$ cat src/rtl/except_ctrl_pkg.sv
// Shared definitions for the exception controller: exception codes, MEM-stage
// exception flag positions, CP0 register addresses, stall bus and FSM encodings.
package except_ctrl_pkg;

  // Stall bus: one bit per pipeline stage, bit 4 freezes MEM.
  localparam int unsigned StallBusW   = 6;
  localparam int unsigned StallMemIdx = 4;
  typedef logic [StallBusW-1:0] stall_bus_t;

  localparam logic Stop   = 1'b1;
  localparam logic NoStop = 1'b0;

  // CP0 register addresses seen on the WB write port.
  localparam logic [4:0] CP0_REG_STATUS = 5'd12;
  localparam logic [4:0] CP0_REG_CAUSE  = 5'd13;
  localparam logic [4:0] CP0_REG_EPC    = 5'd14;

  // STATUS bit positions used for interrupt qualification.
  localparam int unsigned StatusIe  = 0;
  localparam int unsigned StatusExl = 1;

  // Exception codes handed to CP0; zero means no event.
  localparam logic [31:0] EXC_INT  = 32'h0000_0001;
  localparam logic [31:0] EXC_ADEL = 32'h0000_0004;
  localparam logic [31:0] EXC_ADES = 32'h0000_0005;
  localparam logic [31:0] EXC_SYS  = 32'h0000_0008;
  localparam logic [31:0] EXC_BP   = 32'h0000_0009;
  localparam logic [31:0] EXC_RI   = 32'h0000_000a;
  localparam logic [31:0] EXC_OV   = 32'h0000_000c;
  localparam logic [31:0] EXC_TR   = 32'h0000_000d;
  localparam logic [31:0] EXC_ERET = 32'h0000_000e;

  // Bit positions inside the MEM-stage exception flag vector.
  localparam int unsigned MemExcW     = 9;
  localparam int unsigned ExcAdelIf   = 0;
  localparam int unsigned ExcRi       = 1;
  localparam int unsigned ExcOv       = 2;
  localparam int unsigned ExcTrap     = 3;
  localparam int unsigned ExcSyscall  = 4;
  localparam int unsigned ExcBrk      = 5;
  localparam int unsigned ExcAdel     = 6;
  localparam int unsigned ExcAdes     = 7;
  localparam int unsigned ExcEret     = 8;

  // Controller FSM encoding.
  localparam logic [1:0] StIdle  = 2'd0;
  localparam logic [1:0] StFlush = 2'd1;
  localparam logic [1:0] StBlank = 2'd2;

  // An interrupt is requested when globally enabled, not already in an
  // exception level, and at least one pending line is unmasked.
  function automatic logic int_pending(input logic       ie,
                                       input logic       exl,
                                       input logic [7:0] im,
                                       input logic [7:0] ip);
    return ie & ~exl & (|(im & ip));
  endfunction

endpackage

$ cat src/rtl/exc_prio.sv
// Combinational exception arbiter: picks the highest-priority event among the
// interrupt request and the MEM-stage flags and supplies its code and bad address.
module exc_prio
  import except_ctrl_pkg::*;
(
  input  logic [MemExcW-1:0] exc_i,
  input  logic               int_req_i,
  input  logic [31:0]        pc_i,
  input  logic [31:0]        vaddr_i,
  output logic               hit_o,
  output logic [31:0]        code_o,
  output logic [31:0]        bad_vaddr_o,
  output logic               is_eret_o
);

  // Fixed priority chain, interrupt first, ERET last.
  always_comb begin
    hit_o       = 1'b1;
    code_o      = '0;
    bad_vaddr_o = '0;
    is_eret_o   = 1'b0;
    if (int_req_i) begin
      code_o = EXC_INT;
    end else if (exc_i[ExcAdelIf]) begin
      code_o      = EXC_ADEL;
      bad_vaddr_o = pc_i;
    end else if (exc_i[ExcRi]) begin
      code_o = EXC_RI;
    end else if (exc_i[ExcOv]) begin
      code_o = EXC_OV;
    end else if (exc_i[ExcTrap]) begin
      code_o = EXC_TR;
    end else if (exc_i[ExcSyscall]) begin
      code_o = EXC_SYS;
    end else if (exc_i[ExcBrk]) begin
      code_o = EXC_BP;
    end else if (exc_i[ExcAdel]) begin
      code_o      = EXC_ADEL;
      bad_vaddr_o = vaddr_i;
    end else if (exc_i[ExcAdes]) begin
      code_o      = EXC_ADES;
      bad_vaddr_o = vaddr_i;
    end else if (exc_i[ExcEret]) begin
      code_o    = EXC_ERET;
      is_eret_o = 1'b1;
    end else begin
      hit_o = 1'b0;
    end
  end

endmodule

$ cat src/rtl/except_ctrl.sv
// Exception initiator: bypasses in-flight MTC0 writes, qualifies interrupts,
// arbitrates MEM-stage exceptions and issues one registered event per trap,
// followed by a blanking cycle.
module except_ctrl
  import except_ctrl_pkg::*;
#(
  parameter logic [31:0] EXC_VECTOR = 32'hBFC0_0380
) (
  input  logic               clk,
  input  logic               rst,
  input  stall_bus_t         stall,
  input  logic               mem_valid,
  input  logic [31:0]        mem_pc,
  input  logic               mem_in_delayslot,
  input  logic [MemExcW-1:0] mem_exc,
  input  logic [31:0]        mem_vaddr,
  input  logic [5:0]         ext_int,
  input  logic               timer_int,
  input  logic [31:0]        cp0_status,
  input  logic [31:0]        cp0_cause,
  input  logic [31:0]        cp0_epc,
  input  logic               wb_cp0_we,
  input  logic [4:0]         wb_cp0_addr,
  input  logic [31:0]        wb_cp0_data,
  output logic [31:0]        excepttype_o,
  output logic [31:0]        pc_o,
  output logic [31:0]        bad_vaddr_o,
  output logic               is_in_delayslot_o,
  output logic               flush_o,
  output logic [31:0]        new_pc_o,
  output logic [5:0]         int_o
);

  logic [1:0]  state_q, state_d;
  logic [31:0] excepttype_q, excepttype_d;
  logic [31:0] pc_q, pc_d;
  logic [31:0] bad_vaddr_q, bad_vaddr_d;
  logic        ds_q, ds_d;
  logic        flush_q, flush_d;
  logic [31:0] new_pc_q, new_pc_d;
  logic [5:0]  int_q, int_d;

  logic [31:0] status_eff, cause_eff, epc_eff;
  logic        int_req;
  logic        eval_en;
  logic        take_exc;

  logic        sel_hit;
  logic [31:0] sel_code;
  logic [31:0] sel_bad_vaddr;
  logic        sel_is_eret;

  // Effective CP0 view: an MTC0 in WB overrides the architectural value; for
  // CAUSE only the software interrupt bits are writable.
  always_comb begin
    status_eff = cp0_status;
    cause_eff  = cp0_cause;
    epc_eff    = cp0_epc;
    if (wb_cp0_we) begin
      if (wb_cp0_addr == CP0_REG_STATUS) begin
        status_eff = wb_cp0_data;
      end
      if (wb_cp0_addr == CP0_REG_CAUSE) begin
        cause_eff[9:8] = wb_cp0_data[9:8];
      end
      if (wb_cp0_addr == CP0_REG_EPC) begin
        epc_eff = wb_cp0_data;
      end
    end
  end

  // Interrupt qualification and evaluation window. The request is level-based
  // on CP0 state, so a request blocked by a stall is retried automatically.
  always_comb begin
    int_req  = int_pending(status_eff[StatusIe], status_eff[StatusExl],
                           status_eff[15:8], cause_eff[15:8]);
    eval_en  = (state_q == StIdle) && mem_valid && (stall[StallMemIdx] == NoStop);
    take_exc = eval_en && sel_hit;
  end

  exc_prio u_exc_prio (
    .exc_i       (mem_exc),
    .int_req_i   (int_req),
    .pc_i        (mem_pc),
    .vaddr_i     (mem_vaddr),
    .hit_o       (sel_hit),
    .code_o      (sel_code),
    .bad_vaddr_o (sel_bad_vaddr),
    .is_eret_o   (sel_is_eret)
  );

  // FSM: IDLE -> FLUSH on an accepted event, then one BLANK cycle.
  always_comb begin
    state_d = StIdle;
    case (state_q)
      StIdle:  state_d = take_exc ? StFlush : StIdle;
      StFlush: state_d = StBlank;
      StBlank: state_d = StIdle;
      default: state_d = StIdle;
    endcase
  end

  // Output next-state: event fields load only on acceptance, otherwise zero,
  // which also makes FLUSH last exactly one cycle and BLANK output nothing.
  always_comb begin
    excepttype_d = '0;
    pc_d         = '0;
    bad_vaddr_d  = '0;
    ds_d         = 1'b0;
    flush_d      = 1'b0;
    new_pc_d     = '0;
    if (take_exc) begin
      excepttype_d = sel_code;
      pc_d         = mem_pc;
      bad_vaddr_d  = sel_bad_vaddr;
      ds_d         = mem_in_delayslot;
      flush_d      = 1'b1;
      new_pc_d     = sel_is_eret ? epc_eff : EXC_VECTOR;
    end
    int_d = {ext_int[5] | timer_int, ext_int[4:0]};
  end

  // State and output registers.
  always_ff @(posedge clk or negedge rst) begin
    if (!rst) begin
      state_q      <= StIdle;
      excepttype_q <= '0;
      pc_q         <= '0;
      bad_vaddr_q  <= '0;
      ds_q         <= 1'b0;
      flush_q      <= 1'b0;
      new_pc_q     <= '0;
      int_q        <= '0;
    end else begin
      state_q      <= state_d;
      excepttype_q <= excepttype_d;
      pc_q         <= pc_d;
      bad_vaddr_q  <= bad_vaddr_d;
      ds_q         <= ds_d;
      flush_q      <= flush_d;
      new_pc_q     <= new_pc_d;
      int_q        <= int_d;
    end
  end

  assign excepttype_o      = excepttype_q;
  assign pc_o              = pc_q;
  assign bad_vaddr_o       = bad_vaddr_q;
  assign is_in_delayslot_o = ds_q;
  assign flush_o           = flush_q;
  assign new_pc_o          = new_pc_q;
  assign int_o             = int_q;

  // Register bits that play no part in exception decisions.
  logic unused_ok;
  assign unused_ok = ^{status_eff[31:16], status_eff[7:2], cause_eff[31:16], cause_eff[7:0],
                       stall[5], stall[3:0]};

endmodule

$ cat config.mk
export PLATFORM = sky130hd
export DESIGN_NAME = except_ctrl
export DESIGN_NICKNAME = d
export VERILOG_FILES = /design/src/rtl/except_ctrl_pkg.sv /design/src/rtl/exc_prio.sv /design/src/rtl/except_ctrl.sv
export SDC_FILE = /design/constraint.sdc
export NUM_CORES = 1
export LEC_CHECK = 0
export CORE_MARGIN = 5
export CORE_UTILIZATION = 25
export DETAILED_ROUTE_END_ITERATION = 10
export GPL_TIMING_DRIVEN = 0
export PLACE_DENSITY = 0.7
export SYNTH_ARGS = -nofsm -noshare
export SYNTH_HDL_FRONTEND = slang
export SYNTH_SLANG_ARGS = --single-unit
$ cat constraint.sdc
create_clock -name clk -period 1.7 [get_ports clk]
set_input_delay 0.255 -clock clk [delete_from_list [all_inputs] [get_ports clk]]
set_output_delay 0.255 -clock clk [all_outputs]
set_load 0.01 [all_outputs]
Word-level counts from Yosys, hierarchy flattened --
Cells that the tools add are included. Widths: inputs -> output; s select.
Operators by class: bitwise gates (word level) 6, mux-type cells 53, reduce and logical (&&, ||, !) cells 5, equal/unequal tests 4
Operators by type and width (number):
- $mux 32 | 25
- $mux 16 | 2
- $mux 1 | 22
- $eq 5x4->1 const B | 3
- $and 8x8->8 | 1
- $reduce_or 8->1 | 1
- $mux 2 | 2
- $mux 4 | 1
- $pmux 2 s2 | 1
- $logic_and 1x1->1 | 3
- $and 1x1->1 | 2
- $eq 2x1->1 const B | 1
- $logic_not 2->1 | 1
- $not 1->1 | 2
- $or 1x1->1 | 1
Word-level totals: register bits 138, logic and storage cells 76, output and inout port bits 136, input port bits 224

Longest topological paths before layout --
Gate-level depths: netlist of the first run.
depth in word-level cells 13, depth in mapped cells 8, mapped depth without buffers 6

Cells and area by module --
From an unflattened synthesis of the first run, not the netlist that was laid out.
Second synthesis, totals: cells, all modules 480, area, all modules 5551.6 um^2
Modules (own cells, without submodules):
- except_ctrl | area an instance 4800.9 um^2, sequential area each 3453.3 um^2, cells an instance 385, instances 1
- exc_prio | area an instance 750.7 um^2, sequential area each 0.0 um^2, cells an instance 95, instances 1

Least setup slack after synthesis of the first run --
OpenSTA, ideal clock, no wires.
kind input to register, start input port wb_cp0_we, end register new_pc_q[16], in the netlist new_pc_o[16], arrival time 2035 ps, setup slack -415 ps, stages 8, setup time 80 ps, path buffers 2, data required time 1620 ps, cells stage by stage nand3_2 > nor4_4 > mux2_2 > a2111oi_4 > a21oi_1 > buf_6 > buf_6 > nor3_2
On the way: longest elaborated chain between the ends 7, elaborated cells on any way between the ends 13, those cells by class mux: 7; bitwise: 4; reduce/logical: 2
RTL lines:
- start: declaration | line except_ctrl.sv:22 | input logic wb_cp0_we,
- $mux 16 or $mux 2 (tied branches) | line except_ctrl.sv:59 | if (wb_cp0_we) begin
- $and 8x8->8 or $not 1->1 (tied branches) | line except_ctrl_pkg.sv:56 | return ie & ~exl & (|(im & ip));
- $reduce_or 8->1 or $and 1x1->1 (tied branches) | line except_ctrl_pkg.sv:56
- $and 1x1->1 | line except_ctrl_pkg.sv:56
- $mux 1 | line exc_prio.sv:22 | if (int_req_i) begin
- $mux 32 or $logic_and 1x1->1 (tied branches) | line except_ctrl.sv:118, except_ctrl.sv:78
- $mux 32 (*) | line except_ctrl.sv:112 | if (take_exc) begin
- via new_pc_d[16] | line except_ctrl.sv:40 | logic [31:0] new_pc_q, new_pc_d;
- end signal: assignment | line except_ctrl.sv:141 | new_pc_q <= new_pc_d;
- end: declaration | line except_ctrl.sv:40
The timed path passes the listed nets; every way through them passes the cells marked *.

Worst setup path in the final report of the first run --
start input port wb_cp0_addr[4], end register bad_vaddr_q[16], in the netlist bad_vaddr_o[16]
On the way: longest elaborated chain between the ends 9, elaborated cells on any way between the ends 15, those cells by class eq/ne: 2; mux: 7; bitwise: 4; reduce/logical: 2
RTL lines:
- start: declaration | line except_ctrl.sv:23 | input logic [4:0] wb_cp0_addr,
- $eq 5x4->1, on equally long branches | line except_ctrl.sv:60, except_ctrl.sv:63
- $mux 16 or $mux 2 (tied branches) | line except_ctrl.sv:60, except_ctrl.sv:63
- $mux 16 or $mux 2 (tied branches) | line except_ctrl.sv:59
- $and 8x8->8 or $not 1->1 (tied branches) | line except_ctrl_pkg.sv:56
- $reduce_or 8->1 or $and 1x1->1 (tied branches) | line except_ctrl_pkg.sv:56
- $and 1x1->1 (*) | line except_ctrl_pkg.sv:56
- $mux 1 | line exc_prio.sv:22
- $logic_and 1x1->1 | line except_ctrl.sv:78 | take_exc = eval_en && sel_hit;
- $mux 32 (*) | line except_ctrl.sv:112
- via bad_vaddr_d[16] | line except_ctrl.sv:37 | logic [31:0] bad_vaddr_q, bad_vaddr_d;
- end signal: assignment | line except_ctrl.sv:138 | bad_vaddr_q <= bad_vaddr_d;
- end: declaration | line except_ctrl.sv:37
Marks and branches as above.

==> results.py, run 1 <==
metrics = {
    "status": {
        "status": "finished, violations left",
        "violations": "negative setup slack",
    },
    "critical_path": {
        "required_ns": 1.97,
        "arrival_ns": 2.31,
        "critPathKind": "input port to register",
        "worstSetupEndpointType": "register",
        "startpoint_type": "input port",
        "crit_fanout": 7,
    },
    "place": {
        "io_buffers": 279,
        "post-dp-hpwl_um": 15080,
        "place_congestion": 0.7831,
        "dp_slack_ns": -1.350,
        "dpl.cell_count": 996,
    },
    "cts": {
        "cts_tree": "done",
        "cts_buffer_depth": 2,
        "cts-buffers-inserted": 9,
        "ctsRootBufferMaster": "clkbuf_16",
        "htreeDepth": 3,
        "insertion_delay_ns": 0.35,
        "path_clk_slew_ns": 0.08,
        "cts_num_sinks": 110,
    },
    "route": {
        "ant_nets": 0,
        "vias": 4572,
        "via_per_inst": 4.388,
        "dr.pass1.iters": 4,
        "drt_iter0_markers": 113,
        "route.detailed.drc": 0,
        "drt_wl_total_um": 20080,
        "wl_per_cell_um": 19.27,
    },
    "floorplan": {
        "core.rowCount": 52,
        "chipWidth_um": 152.5,
        "core_mm2": 0.02010,
        "ioPinCount": 360,
        "start_util_pct": 25.24,
        "die_h_um": 152.5,
        "dieArea_mm2": 0.02325,
    },
    "hold_path": {
        "hold_class": "input port to register",
    },
    "pwr": {
        "swShare_pct": 26.45,
        "combPwrFrac_pct": 23.7,
        "total_power_mw": 6.503,
        "power-per-cell-area_mw_per_mm2": 666.9,
        "seqPwrFrac_pct": 42.2,
        "p_int_mw": 4.783,
        "p_switching_mw": 1.720,
        "vdd_drop_max_mv": 0.3785,
        "leakage_nw": 4.155,
        "p_clk_share_pct": 34.1,
    },
    "sta": {
        "clock.fmax_mhz": 489.3,
        "slew_violations": 0,
        "clock_skew_ns": 0.009930,
        "setup_viol": 103,
        "fin_hold_ws_ns": 0.2917,
        "fin_crit_ns": 2.044,
        "tightest_slew_ns": 0.7691,
        "setup_ws_ns": -0.3439,
        "finalHoldViolations": 0,
        "relSlewSlack_pct": 48.73,
        "setup_tns_ns": -28.75,
        "fin_crit_sh_pct": 120.2,
        "grt_setup_unrepaired": "yes",
    },
    "global_routing": {
        "grt-ovfl-total": 0,
        "grt_pass1_vias": 4997,
        "antenna_found_initial": 0,
        "grtUsageMet1_pct": 18.66,
        "grt.met2_usage_pct": 29.85,
        "grt_max_degree": 59,
        "grt_first_pass_wirelength_um": 29690,
        "grt_usage_pct": 16.51,
        "met3_usage_pct": 6.078,
        "grt-busiest-layer": "met2",
    },
    "synth": {
        "yosysTopAreaCell": "dfrtp_1",
        "yosysWarningCount": 0,
        "post_synth_num_cell_types": 42,
        "synth_edf_count": 0,
        "netlist_instances": 419,
        "ys_ff_latch": 110,
        "syn_area_mm2": 0.005075,
        "synth_top_area_share_pct": 54.24,
        "syn_area_per_cell_um2": 12.11,
        "yosys-top-cells-area": "dfrtp_1, nor3_2, a21boi_2",
        "synthFlopType": "dfrtp_1",
        "ys_async_sr_fraction_pct": 100.0,
        "seq_area_frac_synth_pct": 54.24,
    },
    "finish": {
        "multiInputGateArea_mm2": 0.002432,
        "fillers": 1803,
        "ff_latch_area_mm2": 0.002753,
        "final_common_cell": "clkdlybuf4s50_1",
        "layout.cells.non_filler": 1042,
        "syn_to_final_growth_pct": 92.14,
        "fin_nets": 992,
        "n_antenna_cell": 0,
        "drive_above_1_share_pct": 30.05,
        "layout_common_cells": "clkdlybuf4s50_1, dfrtp_1, buf_4, a22oi_1, nand2_1",
    },
    "flow_run": {
        "max-cap-violations": 0,
    },
}
[final timing paths]
kind,from,depth (start not counted),end,slack (ns)
min in group asynchronous,rst,2,pc_o[21],0.42
max in group asynchronous,rst,3,state_q[0],0.60
worst max-delay path,wb_cp0_addr[4],10,bad_vaddr_o[16],-0.34
worst max register to register,state_q[1],5,pc_o[20],-0.22
worst min register to register,state_q[1],1,state_q[1],0.48
worst min-delay path,mem_exc[3],3,excepttype_o[0],0.29
[registers in the layout, summed over array words and instances (netlist names)]
signal             cells
bad_vaddr_o           32
new_pc_o              32
pc_o                  32
int_o                  6
excepttype_o           4
state_q                2
flush_o                1
is_in_delayslot_o      1
[power groups by stage]
stage	logic (mW)	clock network, mW	registers (mW)
global route	1.63	2.40	2.76
CTS	1.45	2.30	2.75
global placement	1.24	0	2.80
finish	1.54	2.22	2.75
detailed placement	1.26	0	2.80
floorplan	0.397	0	2.85
[worst max-delay path: stages]
cell and delay [ns]:
buf_12 0.11, nor4_4 0.26, buf_6 0.16, mux2_4 0.32, a2111oi_4 0.41, buf_4 0.18, a21oi_4 0.07, buf_12 0.18
buf_12 0.14, nor3_4 0.20
[synthesized netlist by cell type (all sizes together) (3+ instances only)]
cell type  number
a21boi         33
a22oi          34
and3           12
buf            48
clkbuf         14
dfrtp         110
inv             3
mux2            3
mux2i          23
nand2          32
nor2            8
nor3           55
nor4            4
o21ai          13
[cell families (layout without fill, tap and decap cells)]
kind of cell | after synthesis | count (layout) | share of synthesized area [%]
flip-flops | 110 | 110 | 54.24
AO/OA/AOI/OAI | 92 | 92 | 15.24
AND/OR/NAND/NOR | 125 | 125 | 16.69
other | 1 | 28 | 0.07389
multiplexers | 26 | 26 | 5.202
buffers and inverters | 65 | 391 | 8.555
[metal layers]
metal	routed length (um)	vias up
li1	-	2154
met1	7806	2171
met4	269	0
met5	0	-
met3	1695	16
met2	10300	231
[stage by stage]
stage	instance area (um2)	util [%]
after floorplan	5207	-
after global placement	8338	41.47
after detailed placement	8367	41.62
after CTS	9384	46.68
after global routing	9751	48.50
final	9751	48.50
[cell type report]
class / instances / share of cell area [%]
Buffer: 62 / 6.981
Sequential cell: 110 / 28.23
Clock buffer: 9 / 2.310
Multi-Input combinational cell: 271 / 24.95
Clock inverter: 6 / 0.8469
Tap cell: 270 / 3.465
Timing Repair Buffer: 311 / 33.11
Inverter: 3 / 0.1155
[timing repair]
| item | CTS | global route |
|---|---|---|
| cloned | 9 | 6 |
| hold endpoints to repair | 52 | 0 |
| gates resized for setup | 148 | 86 |
| hold buffers | 1 | 0 |
| setup endpoints to repair | 103 | 103 |
| buffers inserted | 14 | 3 |
| pin swaps | 17 | 26 |
Note: power is estimated with default switching activity, not from simulation.
==> run 2, diff against run 1 <==
==> constraint.sdc (replaced) <==
create_clock -name clk -period 1.7 [get_ports clk]
set_input_delay 0.255 -clock clk [delete_from_list [all_inputs] [get_ports clk]]
set_output_delay 0.255 -clock clk [all_outputs]
set_load 0.02 [all_outputs]
==> results of run 2 <==
The final DEF is identical to that of run 1. Status: finished, violations left: negative setup slack.
Among the figures that moved: total power 6.503 mW -> 6.609 mW
==> run 3, diff against run 2 <==
- GPL_TIMING_DRIVEN: 0 -> 1
- PLACE_DENSITY: 0.7 -> 0.68
- SYNTH_HIERARCHICAL: default -> 1
==> results.py, run 3 <==
metrics = {
    "synth": {
        "yosys-top-cells-area": "dfrtp_1, and2_1, a32o_1",
        "netlist_instances": 480,
        "synth_most_common_cell": "dfrtp_1",
        "syn_area_mm2": 0.005552,
        "ys_ff_latch": 138,
        "synthFlopType": "dfrtp_1",
        "post_synth_num_cell_types": 39,
        "yosysTopAreaCell": "dfrtp_1",
        "yosys-top-cells-count": "dfrtp_1, and2_1, nand2_1, a32o_1, buf_4",
        "syn_area_per_cell_um2": 11.57,
        "synth_edf_count": 0,
        "synth_top_area_share_pct": 62.20,
        "yosysWarningCount": 6,
        "ys_async_sr_fraction_pct": 100.0,
        "seq_area_frac_synth_pct": 62.20,
    },
    "flow_run": {
        "max-cap-violations": 0,
    },
    "sta": {
        "setup_ws_ns": -0.4352,
        "slew_violations": 0,
        "finalHoldViolations": 0,
        "relSlewSlack_pct": 60.25,
        "fin_crit_sh_pct": 125.6,
        "fin_crit_ns": 2.135,
        "setup_viol": 103,
        "clock_skew_ns": 0.006072,
        "tightest_slew_ns": 0.5962,
        "fin_hold_ws_ns": 0.2926,
        "clock.fmax_mhz": 468.3,
        "grt_setup_unrepaired": "yes",
    },
    "floorplan": {
        "core.rowCount": 54,
        "chipWidth_um": 159.0,
        "start_util_pct": 25.44,
        "core_mm2": 0.02182,
        "ioPinCount": 360,
        "die_h_um": 159.0,
        "dieArea_mm2": 0.02529,
    },
    "status": {
        "violations": "negative setup slack",
        "status": "finished, violations left",
    },
    "finish": {
        "fillers": 1979,
        "ff_latch_area_mm2": 0.003453,
        "drive_above_1_share_pct": 18.34,
        "n_antenna_cell": 0,
        "multiInputGateArea_mm2": 0.002148,
        "final_area_mm2": 0.01051,
        "fin_nets": 1068,
        "layout_common_cells": "clkdlybuf4s50_1, dfrtp_1, and2_1, nand2_1, buf_4",
        "syn_to_final_growth_pct": 89.25,
        "final_common_cell": "clkdlybuf4s50_1",
    },
    "global_routing": {
        "grt_max_degree": 40,
        "grt_first_pass_wirelength_um": 31790,
        "antenna_found_initial": 0,
        "grt-ovfl-total": 0,
        "grt_usage_pct": 16.15,
        "grt_pass1_vias": 5453,
    },
    "route": {
        "drt_iter0_markers": 184,
        "ant_nets": 0,
        "wl_per_cell_um": 18.41,
        "route.detailed.drc": 0,
        "drt_wl_total_um": 20910,
        "vias": 4944,
        "via_per_inst": 4.352,
        "dr.pass1.iters": 4,
    },
    "cts": {
        "insertion_delay_ns": 0.41,
        "cts_buffer_depth": 2,
        "ctsRootBufferMaster": "clkbuf_16",
        "path_clk_slew_ns": 0.06,
        "cts-buffers-inserted": 17,
        "cts_tree": "done",
        "cts_num_sinks": 138,
        "htreeDepth": 4,
    },
    "critical_path": {
        "slowest_stage": "or3_4",
        "startpoint_type": "input port",
        "crit_chain": "buf_6 -> nand4b_4 -> or3_4 -> mux2_4 -> a221oi_4 -> a31oi_4 -> nor4b_2 -> buf_4 -> buf_12 -> buf_12 -> a31oi_4",
        "required_ns": 1.98,
        "arrival_ns": 2.42,
        "crit_fanout": 5,
        "worstSetupEndpointType": "register",
        "critPathKind": "input port to register",
        "critPathMaxStageDelay_ns": 0.36,
    },
    "place": {
        "dp_slack_ns": -1.259,
        "post-dp-hpwl_um": 14550,
        "dpl_cell_area_mm2": 0.009235,
        "io_buffers": 308,
        "place_congestion": 0.8230,
    },
    "pwr": {
        "vdd_drop_max_mv": 0.5069,
        "power-per-cell-area_mw_per_mm2": 832.7,
        "total_power_mw": 8.749,
        "leakage_nw": 4.664,
    },
    "hold_path": {
        "hold_class": "input port to register",
    },
}
run 3: worst paths after layout:
check / depth (start not counted) / slack [ns] / startpoint / endpoint
worst min-delay path: 1 / 0.29 / ext_int[1] / int_o[1]
min in group asynchronous: 2 / 0.32 / rst / bad_vaddr_o[6]
worst min register to register: 1 / 0.43 / state_q[1] / state_q[1]
max in group asynchronous: 3 / 0.83 / rst / pc_o[2]
worst max-delay path: 11 / -0.44 / wb_cp0_addr[4] / new_pc_o[26]
worst max register to register: 6 / 0.32 / state_q[1] / new_pc_o[13]
run 3: repair_timing:
item                       CTS  global route
hold buffers                 1             0
gates cloned                 9             2
setup endpoints to repair  104           106
setup buffers               12             3
hold endpoints to repair    33             0
resized for setup           79            25
pin swaps                   14            10
run 3: metal layers:
metal | wire [um] | GRT usage, % | part of all wire [%]
met1 | 7748 | 17.53 | 37
met2 | 10670 | 28.22 | 51
met3 | 2071 | 7.171 | 9.9
met4 | 425 | 5.273 | 2.0
met5 | 0 | 0 | 0
run 3: kinds of logic after synthesis:
logic type	after synthesis	synth area share [%]
compound gates	81	11.16
buf+inv	65	6.896
flops	138	62.20
mux	3	0.6535
other cells	1	0.06755
simple gates	192	19.02
run 3: worst max-delay path, delay by kind of cell:
family / cells / cell delay (ns)
muxes: 1 / 0.33
buffers and inverters: 4 / 0.54
and+or+nand+nor: 3 / 0.75
AOI/OAI and AO/OA: 3 / 0.54
run 3: layout make-up:
| cell class | instances | share of cell area [%] |
|---|---|---|
| repair buffers | 375 | 37.22 |
| flip-flops and latches | 138 | 32.87 |
| multi-input cells | 307 | 20.45 |
| clock buffers | 19 | 4.216 |
| well taps | 280 | 3.335 |
| clock inverters | 12 | 1.655 |
| inverters | 5 | 0.2620 |
run 3: stage by stage:
stage	TNS, ns	instances	util (%)
after floorplan	-91.77	507	-
final	-40.18	1136	48.14
after CTS	-45.15	1134	47.71
after global placement	-118.80	1081	42.32
after global routing	-49.33	1136	48.14
after detailed placement	-124.56	1081	42.32
run 3: power breakdown:
| group | leakage (nW) | internal [mW] | switching (mW) |
|---|---|---|---|
| Clock | 0.303 | 2.48 | 1.43 |
| Sequential | 1.87 | 3.39 | 0.0298 |
| Combinational | 2.49 | 0.805 | 0.610 |
